### src/rtl/shiftregister_duplex.sv
// Full-duplex serial shift engine: one shared shift register receives on sampleEdge
// while the TX bit is relaunched from it on launchEdge, in either bit order.
module shiftregister_duplex #(
    parameter int width = 8
) (
    input  logic                     clk,
    input  logic                     reset,
    input  logic                     sampleEdge,
    input  logic                     launchEdge,
    input  logic                     lsbFirst,
    input  logic                     parallelLoad,
    input  logic [width-1:0]         parallelDataIn,
    input  logic                     serialDataIn,
    output logic                     serialDataOut,
    output logic [width-1:0]         parallelDataOut,
    output logic [width-1:0]         rxWord,
    output logic                     wordDone,
    output logic [$clog2(width)-1:0] bitCount
);

    localparam int CW = $clog2(width);
    localparam logic [CW-1:0] LAST_BIT = CW'(width - 1);

    logic [width-1:0] mem;
    logic [width-1:0] shifted;
    logic             tx_bit;
    logic             load_bit;

    // The shifted value is also what rxWord captures on the completing sample.
    always_comb begin
        shifted  = lsbFirst ? {serialDataIn, mem[width-1:1]} : {mem[width-2:0], serialDataIn};
        load_bit = lsbFirst ? parallelDataIn[0] : parallelDataIn[width-1];
    end

    always_ff @(posedge clk or posedge reset) begin
        if (reset) begin
            mem      <= '0;
            tx_bit   <= 1'b0;
            bitCount <= '0;
            rxWord   <= '0;
            wordDone <= 1'b0;
        end else begin
            wordDone <= 1'b0;
            if (parallelLoad) begin
                mem      <= parallelDataIn;
                tx_bit   <= load_bit;
                bitCount <= '0;
            end else if (sampleEdge) begin
                mem <= shifted;
                if (bitCount == LAST_BIT) begin
                    bitCount <= '0;
                    rxWord   <= shifted;
                    wordDone <= 1'b1;
                end else begin
                    bitCount <= bitCount + CW'(1);
                end
            end else if (launchEdge) begin
                tx_bit <= lsbFirst ? mem[0] : mem[width-1];
            end
        end
    end

    assign serialDataOut   = tx_bit;
    assign parallelDataOut = mem;

endmodule

### config.mk
export PLATFORM = sky130hd
export DESIGN_NAME = shiftregister_duplex
export DESIGN_NICKNAME = d
export VERILOG_FILES = /design/src/rtl/shiftregister_duplex.sv
export SDC_FILE = /design/constraint.sdc
export NUM_CORES = 1
export LEC_CHECK = 0
export BUFFER_PORTS_ARGS = -buffer_cell sky130_fd_sc_hd__buf_4
export CORE_ASPECT_RATIO = 1.2
export CORE_MARGIN = 4
export CORE_UTILIZATION = 25
export DETAILED_ROUTE_END_ITERATION = 12
export GPL_TIMING_DRIVEN = 0
export HOLD_SLACK_MARGIN = 0.08
export PLACE_DENSITY = 0.56
export SLEW_MARGIN = 15
export SYNTH_ARGS = -nofsm -noshare
export SYNTH_HDL_FRONTEND = slang
export SYNTH_SLANG_ARGS = --single-unit
export TNS_END_PERCENT = 5
### constraint.sdc
create_clock -name clk -period 2.3 [get_ports clk]
set_clock_uncertainty 0.15 [all_clocks]
set_input_delay 0.115 -clock clk [delete_from_list [all_inputs] [get_ports clk]]
set_output_delay 0.115 -clock clk [all_outputs]
set_load 0.02 [all_outputs]
==> impl_metrics.ini <==
[hold_path]
hold_class = in2reg

[drt]
wl_per_cell_um = 13.02
vias = 863
antenna_left = 0
drt_iter0_markers = 19
wl_um = 2513
vias_per_cell = 4.472
first_pass_iters = 4
route.detailed.drc = 0

[grt]
antenna_found_initial = 0
gr-total-overflow = 0
grt_pass1_wl_um = 4319
grt_max_degree = 22
grt_pass1_vias = 938
grtUsageTotal_pct = 10.95

[clocking]
cts_tree = yes
cts_root_buf = clkbuf_8
cts_setup_buffers = 0
cts_buffers = 3
cts_buffer_depth = 2
clkTransAtPathRegs_ns = 0.07
clock_latency_ns = 0.27
cts.sinks = 21
htreeDepth = 1
cts-resized-gates = 0

[timing]
maxSlewViolCount = 0
fin_crit_sh_pct = 79.42
setup_ws_ns = 0.4733
setup_viol = 0
relSlewSlack_pct = 48.35
finalHoldViolCount = 0
rsz0062_at_grt = no
max_freq_mhz = 547.4
fin_tns_setup_ns = 0
period_needed_ns = 1.827
tightest_slew_ns = 0.7739

[floorplanning]
coreArea_mm2 = 0.003724
fp.dieW_um = 65.33
die_h_um = 76.79
io_pins = 36
die-area_mm2 = 0.005016
start_util_pct = 26.48
fp-row-count = 24

[yosys]
synth.top_cell.area_share_pct = 53.30
synthMuxAreaShare_pct = 13.58
ys_seq_elements = 21
synthSimpleGateAreaFrac_pct = 8.756
ys_seq_area_share_pct = 53.30
yosysWarnings = 0
ys_types = 18
synth_cells = 91
synth_top_family_by_area = compound AO/OA/AOI/OAI gates
synth-compound-area-share_pct = 17.26
synth.largest_area_cell = dfrtp_1
synthesis.nets = 108
synth_adder_area_share_pct = 2.538
syn_avg_cell_area_um2 = 10.83
synth_xor_area_share_pct = 0
synth_area_um2 = 985.9
ys_top_cells_by_area = dfrtp_1 (53%), mux2i_1 (10%), a211oi_1 (6.1%), a21o_1 (6.1%), nor2_1 (4.2%)

[layout]
syn_to_final_growth_pct = 49.62
num-nets-final = 159
antenna_cells = 0
most-common-layout-cells = buf_4 (34), dfrtp_1 (21), dlygate4sd3_1 (12)
drive_above_1_share_pct = 31.21
final_common_cell = buf_4

[placement]
hpwlAfterDp_um = 1930
place_congestion = 0.7426
io_buffer_count = 34
post-place-ws_ns = 0.4527

[critical_path]
worstPathArrival_ns = 1.81
path_class = reg2reg
ff2ff_setup_slack_ns = 0.47
crit_required_ns = 2.29
crit_fanout = 10
cp-start-kind = flip-flop
worstSetupEndpointType = flip-flop

[outcome]
status = complete, no violations

[flow_run]
cap_violations = 0

[power_and_ir_drop]
ir_drop_uv = 277.3
p_per_area_mw_per_mm2 = 572.5
leakagePower_nw = 0.7632
design_power_total_mw = 0.8445
cells in the mapped netlist:
master	count
a211oi_1	8
nand3b_1	1
nand2_1	8
mux4_2	1
inv_1	3
buf_6	1
mux2i_1	10
a21o_1	8
nor3b_1	1
ha_1	2
a21oi_1	2
buf_1	1
o21ai_0	8
nor2_1	11
mux2_2	1
dfrtp_1	21
buf_2	3
clkbuf_1	1
sequential cells by signal, summed over array words and instances (netlist names):
name,count
parallelDataOut,8
serialDataOut,1
wordDone,1
bitCount,3
rxWord,8
critical path: stages (launching register included):
cell and delay (ns):
dfrtp_1 0.42, ha_1 0.21, ha_1 0.19, nand3b_1 0.27, clkbuf_1 0.32, o21ai_0 0.14
final timing paths:
path | startpoint | endpoint | cells after the start
max reg2reg | bitCount[0] | rxWord[7] | 5
min in group asynchronous | reset | parallelDataOut[2] | 3
min | parallelLoad | serialDataOut | 3
min reg2reg | rxWord[1] | rxWord[1] | 2
max in group asynchronous | reset | parallelDataOut[7] | 3
max | bitCount[0] | rxWord[7] | 5
per-layer routing:
layer | vias up | global-route usage, % | share of wire (%)
met3 | 5 | 2.485 | 5.9
met1 | 412 | 12.08 | 42
met4 | 0 | 5.187 | 1.7
met5 | - | 0 | 0
met2 | 26 | 19.35 | 50
li1 | 420 | - | -
area by class of cell:
type	instances	area (um^2)
Clock buffer	3	41.29
Inverter	3	11.26
Sequential cell	21	525.5
Buffer	6	33.78
Multi-Input combinational cell	61	415.4
Timing Repair Buffer	46	375.4
Tap cell	52	65.06
Fill cell	406	2248
Clock inverter	1	7.507
logic make-up (layout without fill, tap and decap cells):
group                    Yosys count  in the layout
adder cells (fa/ha/maj)            2              2
AO/OA/AOI/OAI                     26             26
AND/OR/NAND/NOR                   21             21
buffers and inverters              9             59
flip-flops                        21             21
multiplexers                      12             12
where the power goes:
group          internal (mW)  leakage [nW]  switching [mW]
Sequential             0.390         0.274          0.0226
Combinational         0.0917         0.468          0.0893
Clock                  0.123        0.0217           0.129
through the flow:
step | util, % | cell area (um^2) | instances | hold slack (ns)
finish | 39.62 | 1475 | 193 | 0.08135
global route | 39.62 | 1475 | 193 | 0.1020
CTS | 39.62 | 1475 | 193 | 0.08309
detailed placement | 35.08 | 1306 | 177 | 0.1674
global placement | 35.08 | 1306 | 177 | 0.1579
floorplan | - | 985.9 | 91 | -0.05847
what timing repair did:
item	in CTS	in global routing
endpoints found under the hold margin	32	0
setup endpoints to repair	0	0
hold buffers	12	0
No activity file was read; power rests on OpenSTA's default activity.
